## src/rtl/regbank_sequencer.sv

```systemverilog
// regbank_sequencer
//   Buffers 32-bit instruction words in a small FIFO and issues them one at a
//   time to the register bank / ALU datapath, holding the decoded fields for
//   EXEC_CYCLES cycles and strobing the bank write on the last one. Each
//   retired instruction is reported with a one-cycle res_valid pulse.
//
// Ports
//   clk, rst           clock, asynchronous active-high reset
//   instr_valid/ready  instruction handshake (ready == FIFO not full)
//   instr              [31:28] op, [27:24] rd, [23:20] rs1, [19:16] rs2, [15:0] imm
//   resume             one-cycle pulse releasing the HALTED state
//   rb_load, rb_din    bank write source select and immediate data
//   rb_op, rb_rs1, rb_rs2, rb_rd   ALU op and register addresses
//   rb_en              bank write enable (one cycle per instruction)
//   rb_out             bank ALU result (combinational from rs1/rs2/op)
//   res_valid/data/rd  retire report
//   busy, count        activity flag and FIFO occupancy
module regbank_sequencer #(
   parameter int unsigned DEPTH       = 4,
   parameter int unsigned EXEC_CYCLES = 2
) (
   input  logic                     clk,
   input  logic                     rst,
   input  logic                     instr_valid,
   output logic                     instr_ready,
   input  logic [31:0]              instr,
   input  logic                     resume,
   output logic                     rb_load,
   output logic [31:0]              rb_din,
   output logic [3:0]               rb_op,
   output logic [3:0]               rb_rs1,
   output logic [3:0]               rb_rs2,
   output logic [3:0]               rb_rd,
   output logic                     rb_en,
   input  logic [31:0]              rb_out,
   output logic                     res_valid,
   output logic [31:0]              res_data,
   output logic [3:0]               res_rd,
   output logic                     busy,
   output logic [$clog2(DEPTH):0]   count
);

   localparam int unsigned AW   = $clog2(DEPTH);
   localparam int unsigned CNTW = $clog2(DEPTH) + 1;
   localparam int unsigned CW   = (EXEC_CYCLES > 1) ? $clog2(EXEC_CYCLES) : 1;

   localparam logic [CW-1:0]   LAST_CYC = CW'(EXEC_CYCLES - 1);
   localparam logic [CNTW-1:0] FULL_CNT = CNTW'(DEPTH);
   localparam logic [3:0]      OP_LOAD  = 4'b0000;
   localparam logic [3:0]      OP_HALT  = 4'b1111;

   typedef enum logic [1:0] {
      S_IDLE,
      S_EXEC,
      S_RETIRE,
      S_HALTED
   } state_e;

   // ---------------------------------------------------------------- FIFO
   logic [31:0]     mem_q [DEPTH];
   logic [AW-1:0]   wr_ptr_q, wr_ptr_d;
   logic [AW-1:0]   rd_ptr_q, rd_ptr_d;
   logic [CNTW-1:0] count_q, count_d;
   logic            push, pop;
   logic [31:0]     head;

   state_e          state_q;

   assign instr_ready = (count_q != FULL_CNT);
   assign push        = instr_valid && instr_ready;
   assign pop         = (state_q == S_IDLE) && (count_q != '0);
   assign head        = mem_q[rd_ptr_q];

   always_comb begin
      wr_ptr_d = wr_ptr_q;
      rd_ptr_d = rd_ptr_q;
      count_d  = count_q;
      if (push) wr_ptr_d = wr_ptr_q + AW'(1);
      if (pop)  rd_ptr_d = rd_ptr_q + AW'(1);
      if (push && !pop)      count_d = count_q + CNTW'(1);
      else if (pop && !push) count_d = count_q - CNTW'(1);
   end

   always_ff @(posedge clk or posedge rst) begin
      if (rst) begin
         wr_ptr_q <= '0;
         rd_ptr_q <= '0;
         count_q  <= '0;
      end else begin
         wr_ptr_q <= wr_ptr_d;
         rd_ptr_q <= rd_ptr_d;
         count_q  <= count_d;
      end
   end

   // Storage needs no reset: occupancy alone decides what is valid.
   always_ff @(posedge clk) begin
      if (push) mem_q[wr_ptr_q] <= instr;
   end

   // ---------------------------------------------------------------- FSM
   logic [3:0]    h_op, h_rd, h_rs1, h_rs2;
   logic [15:0]   h_imm;
   logic [CW-1:0] cyc_q;
   logic          rb_load_q, rb_en_q, res_valid_q;
   logic [31:0]   rb_din_q, res_data_q;
   logic [3:0]    rb_op_q, rb_rs1_q, rb_rs2_q, rb_rd_q, res_rd_q;

   assign h_op  = head[31:28];
   assign h_rd  = head[27:24];
   assign h_rs1 = head[23:20];
   assign h_rs2 = head[19:16];
   assign h_imm = head[15:0];

   // The rb_* registers are loaded straight from the decoded FIFO head on the
   // pop edge so the fields are valid from the first EXEC cycle; they double
   // as the instruction register for the rest of the instruction.
   always_ff @(posedge clk or posedge rst) begin
      if (rst) begin
         state_q     <= S_IDLE;
         cyc_q       <= '0;
         rb_load_q   <= 1'b0;
         rb_din_q    <= '0;
         rb_op_q     <= '0;
         rb_rs1_q    <= '0;
         rb_rs2_q    <= '0;
         rb_rd_q     <= '0;
         rb_en_q     <= 1'b0;
         res_valid_q <= 1'b0;
         res_data_q  <= '0;
         res_rd_q    <= '0;
      end else begin
         case (state_q)
            S_IDLE: begin
               if (pop) begin
                  if (h_op == OP_HALT) begin
                     state_q <= S_HALTED;
                  end else begin
                     state_q   <= S_EXEC;
                     cyc_q     <= '0;
                     rb_load_q <= (h_op == OP_LOAD);
                     rb_din_q  <= (h_op == OP_LOAD) ? {16'b0, h_imm} : '0;
                     rb_op_q   <= h_op;
                     rb_rs1_q  <= h_rs1;
                     rb_rs2_q  <= h_rs2;
                     rb_rd_q   <= h_rd;
                     rb_en_q   <= (EXEC_CYCLES == 1);
                  end
               end
            end
            S_EXEC: begin
               if (cyc_q == LAST_CYC) begin
                  // rb_out is sampled on the same edge the bank writes.
                  state_q     <= S_RETIRE;
                  res_valid_q <= 1'b1;
                  res_data_q  <= rb_load_q ? rb_din_q : rb_out;
                  res_rd_q    <= rb_rd_q;
                  rb_load_q   <= 1'b0;
                  rb_din_q    <= '0;
                  rb_op_q     <= '0;
                  rb_rs1_q    <= '0;
                  rb_rs2_q    <= '0;
                  rb_rd_q     <= '0;
                  rb_en_q     <= 1'b0;
               end else begin
                  cyc_q   <= cyc_q + CW'(1);
                  rb_en_q <= ((cyc_q + CW'(1)) == LAST_CYC);
               end
            end
            S_RETIRE: begin
               res_valid_q <= 1'b0;
               state_q     <= S_IDLE;
            end
            S_HALTED: begin
               if (resume) state_q <= S_IDLE;
            end
            default: state_q <= S_IDLE;
         endcase
      end
   end

   assign rb_load   = rb_load_q;
   assign rb_din    = rb_din_q;
   assign rb_op     = rb_op_q;
   assign rb_rs1    = rb_rs1_q;
   assign rb_rs2    = rb_rs2_q;
   assign rb_rd     = rb_rd_q;
   assign rb_en     = rb_en_q;
   assign res_valid = res_valid_q;
   assign res_data  = res_data_q;
   assign res_rd    = res_rd_q;
   assign busy      = (state_q != S_IDLE) || (count_q != '0);
   assign count     = count_q;

endmodule

```

## config.mk

```make
export PLATFORM = sky130hd
export DESIGN_NAME = regbank_sequencer
export DESIGN_NICKNAME = d
export VERILOG_FILES = /design/src/rtl/regbank_sequencer.sv
export SDC_FILE = /design/constraint.sdc
export NUM_CORES = 1
export LEC_CHECK = 0
export BUFFER_PORTS_ARGS = -buffer_cell sky130_fd_sc_hd__buf_2
export CAP_MARGIN = 40
export CORE_MARGIN = 2
export CORE_UTILIZATION = 59
export CTS_CLUSTER_DIAMETER = 120
export CTS_CLUSTER_SIZE = 12
export DETAILED_ROUTE_END_ITERATION = 6
export GPL_TIMING_DRIVEN = 0
export PLACE_DENSITY = 0.9
export SLEW_MARGIN = 20
export SYNTH_ARGS = -nofsm -noshare
export SYNTH_HDL_FRONTEND = slang
export SYNTH_SLANG_ARGS = --single-unit
```

## constraint.sdc

```tcl
create_clock -name clk -period 6.74 [get_ports clk]
set_input_delay 1.685 -clock clk [delete_from_list [all_inputs] [get_ports clk]]
set_output_delay 1.685 -clock clk [all_outputs]
set_load 0.05 [all_outputs]
```

==> flow_metrics.tcl <==
set metrics [dict create \
    cts_root_buf "sky130_fd_sc_hd__clkbuf_16" \
    place.detailed.hpwl_um 12300 \
    detailed_place.area_sq_mm 0.00938 \
    synth_area_sq_mm 0.00821 \
    run_status "finished clean" \
    cts_buffer_depth 3 \
    finalSetupTns_ns 0 \
    crit_path_max_fanout 7 \
    pre_cts_ws_ns 3.45 \
    worst-slew-pin-transition_ns 0.833 \
    area_growth_pct 21.6 \
    hold_viol 0 \
    cts.sinks 209 \
    worstSetupEndpointType "primary output" \
    fin_crit_period_ns 3.21 \
    maxClockFrequency_ghz 0.312 \
    wirelength_um 18200 \
    post_synth.cell_area_avg_sq_um 16.8 \
    final_nets 753 \
    worstSetupStartpointType "register" \
    post_drt_via_cell_ratio 5.70 \
    iteration_0_drc_count_of_the_detailed_router 355 \
    critical-path-max-stage-delay_ns 0.48 \
    floorplan.io_pins 160 \
    worst_hold_path_type "reg -> reg" \
    crit_chain "nor2_1, nand2_1, buf_2" \
    post_cts_resize_count 0 \
    grt_use_total_pct 24.8 \
    via_count_of_the_first_global_routing_pass 5036 \
    post_synth_inst_count 490 \
    post-route-cell-area_sq_mm 0.00999 \
    synth-warning-count 0 \
    rrSetupSlack_ns 4.18 \
    setup_slack_of_the_critical_path_after_layout_ns 3.53 \
    start_to_end_type_of_the_worst_setup_path "reg -> out" \
    max_cap_viol_count 0 \
    ys_seq_elements 209 \
    count_of_different_cell_masters_after_synthesis 42 \
    cts.clk_slew.worst_paths_ns 0.06 \
    wire_length_of_the_first_global_routing_pass_um 27600 \
    cp.arrival_ns 1.52 \
    worstSkewPairLatency_ns 0.48 \
    p_per_area_mw_per_mm2 517 \
    synth.yosys.seq_area_share_pct 71.5 \
    initial_core_util_pct 59.9 \
    core_area_sq_mm 0.0137 \
    dieHeight_um 122 \
    post_route_non_filler_standard_cell_count 874 \
    slew_violations 0 \
    post_route_cells_drive_above_1_share_pct 34.6 \
    layout.cells.most_common "sky130_fd_sc_hd__buf_2" \
    grt_start_max_net_pins 53 \
    report.final.setup_viol 0 \
    placement_rows 43 \
    cts_inserted_buffers 21 \
    fill_count 840 \
    num_vias 4979 \
    cts_setup_buffers 0 \
    clock_tree.htree_level_count 1 \
    placed_cells 835 \
    max_slew_margin_pct 44.5 \
    drc_errors 0 \
    globalplace.congestion 0.808 \
    cts_tree "built" \
    grt_remaining_overflow 0 \
    seq_area_sq_mm 0.00587 \
    rsz0062_at_grt "false" \
    multi_input_comb_area_sq_mm 0.00213 \
    route.antenna.remaining_nets 0 \
    first_pass_iters 5 \
    cp_slowest_cell "sky130_fd_sc_hd__dfrtp_1" \
    cts.hold.buffers_added 0 \
    vdd.ir_drop.worst_mv 0.257 \
    dieArea_sq_mm 0.0149 \
    fin_total_pwr_mw 5.17 \
    drt-wirelength-per-cell_um 20.9 \
    period_share_pct 47.6 \
    cellLeakagePower_nw 4.17 \
    commonest_cells_after_routing_fill_and_taps_aside "sky130_fd_sc_hd__buf_2 (146), sky130_fd_sc_hd__edfxtp_1 (128), sky130_fd_sc_hd__dfrtp_1 (81), sky130_fd_sc_hd__nand2_1 (41), sky130_fd_sc_hd__o21ai_0 (34)" \
    die-width_um 122 \
    worstPathRequired_ns 5.06 \
    antenna_found_initial 1 \
    place.port_buffers 143 \
    fin_skew_ns 0.00913 \
]
synth_stat cells (all sizes together):
cell type	number	area (sq um)
edfxtp	128	3840
dfrtp	81	2030
nand2	41	154
o21ai	34	170
mux4	32	721
a22o	28	245
buf	24	173
mux2i	20	200
clkbuf	18	67.6
nand2b	18	113
inv	9	33.8
and3	6	37.5
mux2	6	67.6
ha	5	62.6
nor2	5	35.0
xnor2	4	35.0
a21oi	3	15.0
nand3	3	15.0
a21o	2	15.0
nand4b	2	17.5
nor3	2	10.0
o311ai	2	17.5
or3	2	12.5
xor2	2	17.5
a211o	1	8.76
and2	1	6.26
conb	1	3.75
fa	1	20.0
nand4	1	6.26
nor2b	1	6.26
nor4	1	6.26
o221ai	1	8.76
o22a	1	8.76
o22ai	1	6.26
o2bb2ai	1	8.76
or2	1	6.26
or4	1	11.3
path summary, 6_finish.rpt:
kind / from / endpoint / cells past startpoint
max in group asynchronous: rst / res_rd[2] / 3
worst max register to register: count[1] / count[2] / 8
worst min register to register: res_data[13] / res_data[13] / 2
min in group asynchronous: rst / count[1] / 2
worst max-delay path: count[1] / instr_ready / 3
worst min-delay path: res_data[13] / res_data[13] / 2
cell families (layout without fill, tap and decap cells):
group | after synthesis | in the layout | synth area share, %
adders and majority gates | 6 | 6 | 1.01
DFF | 209 | 209 | 71.5
and+or+nand+nor | 85 | 85 | 5.32
buffers and inverters | 51 | 239 | 3.34
AOI/OAI and AO/OA | 74 | 74 | 6.14
muxes | 58 | 58 | 12.0
other | 1 | 17 | 0.0457
xor gates and xnor gates | 6 | 6 | 0.640
per-layer routing:
layer,vias to the layer above,wire [um],global-route usage (%)
li1,2214,-,-
met1,2472,6710,30.7
met2,244,9420,44.2
met3,49,1520,4.49
met4,0,598,8.69
met5,-,0,0
through the flow:
step                utilization (%)  hold slack, ns
global route                   72.8           0.506
finish                         72.8           0.475
CTS                            72.7           0.480
floorplan                         -           0.528
detailed placement             68.4           0.466
global placement               67.1           0.456
registers in the layout, summed over array words and instances (netlist names), 4 cells and up:
| name | cells |
|---|---|
| rb_rs2 | 4 |
| res_data | 32 |
| mem_q | 128 |
| rb_rd | 4 |
| rb_rs1 | 4 |
| rb_op | 4 |
| rb_din | 16 |
| res_rd | 4 |
cell type report:
class                   count  share of cell area (%)
diodes                      1                  0.0251
plain buffers              42                    2.41
clock buffers              36                    5.83
clock inverters             1                  0.0877
inverters                   9                   0.363
multi-input cells         245                    21.3
flip-flops and latches    209                    58.8
well taps                 180                    2.26
repair buffers            151                    8.92
power breakdown:
group	switching [mW]	internal [mW]	leakage, nW
combinational	1.49	0.716	1.69
sequential	0.185	1.75	2.20
clock	0.447	0.585	0.281
total	2.12	3.05	4.17
critical path: cells and delay by family, from the launching register on:
family | cells | cell delay [ns]
simple gates | 2 | 0.27
buf+inv | 1 | 0.30
flops | 1 | 0.48
Note: power is estimated with default switching activity, not from simulation.
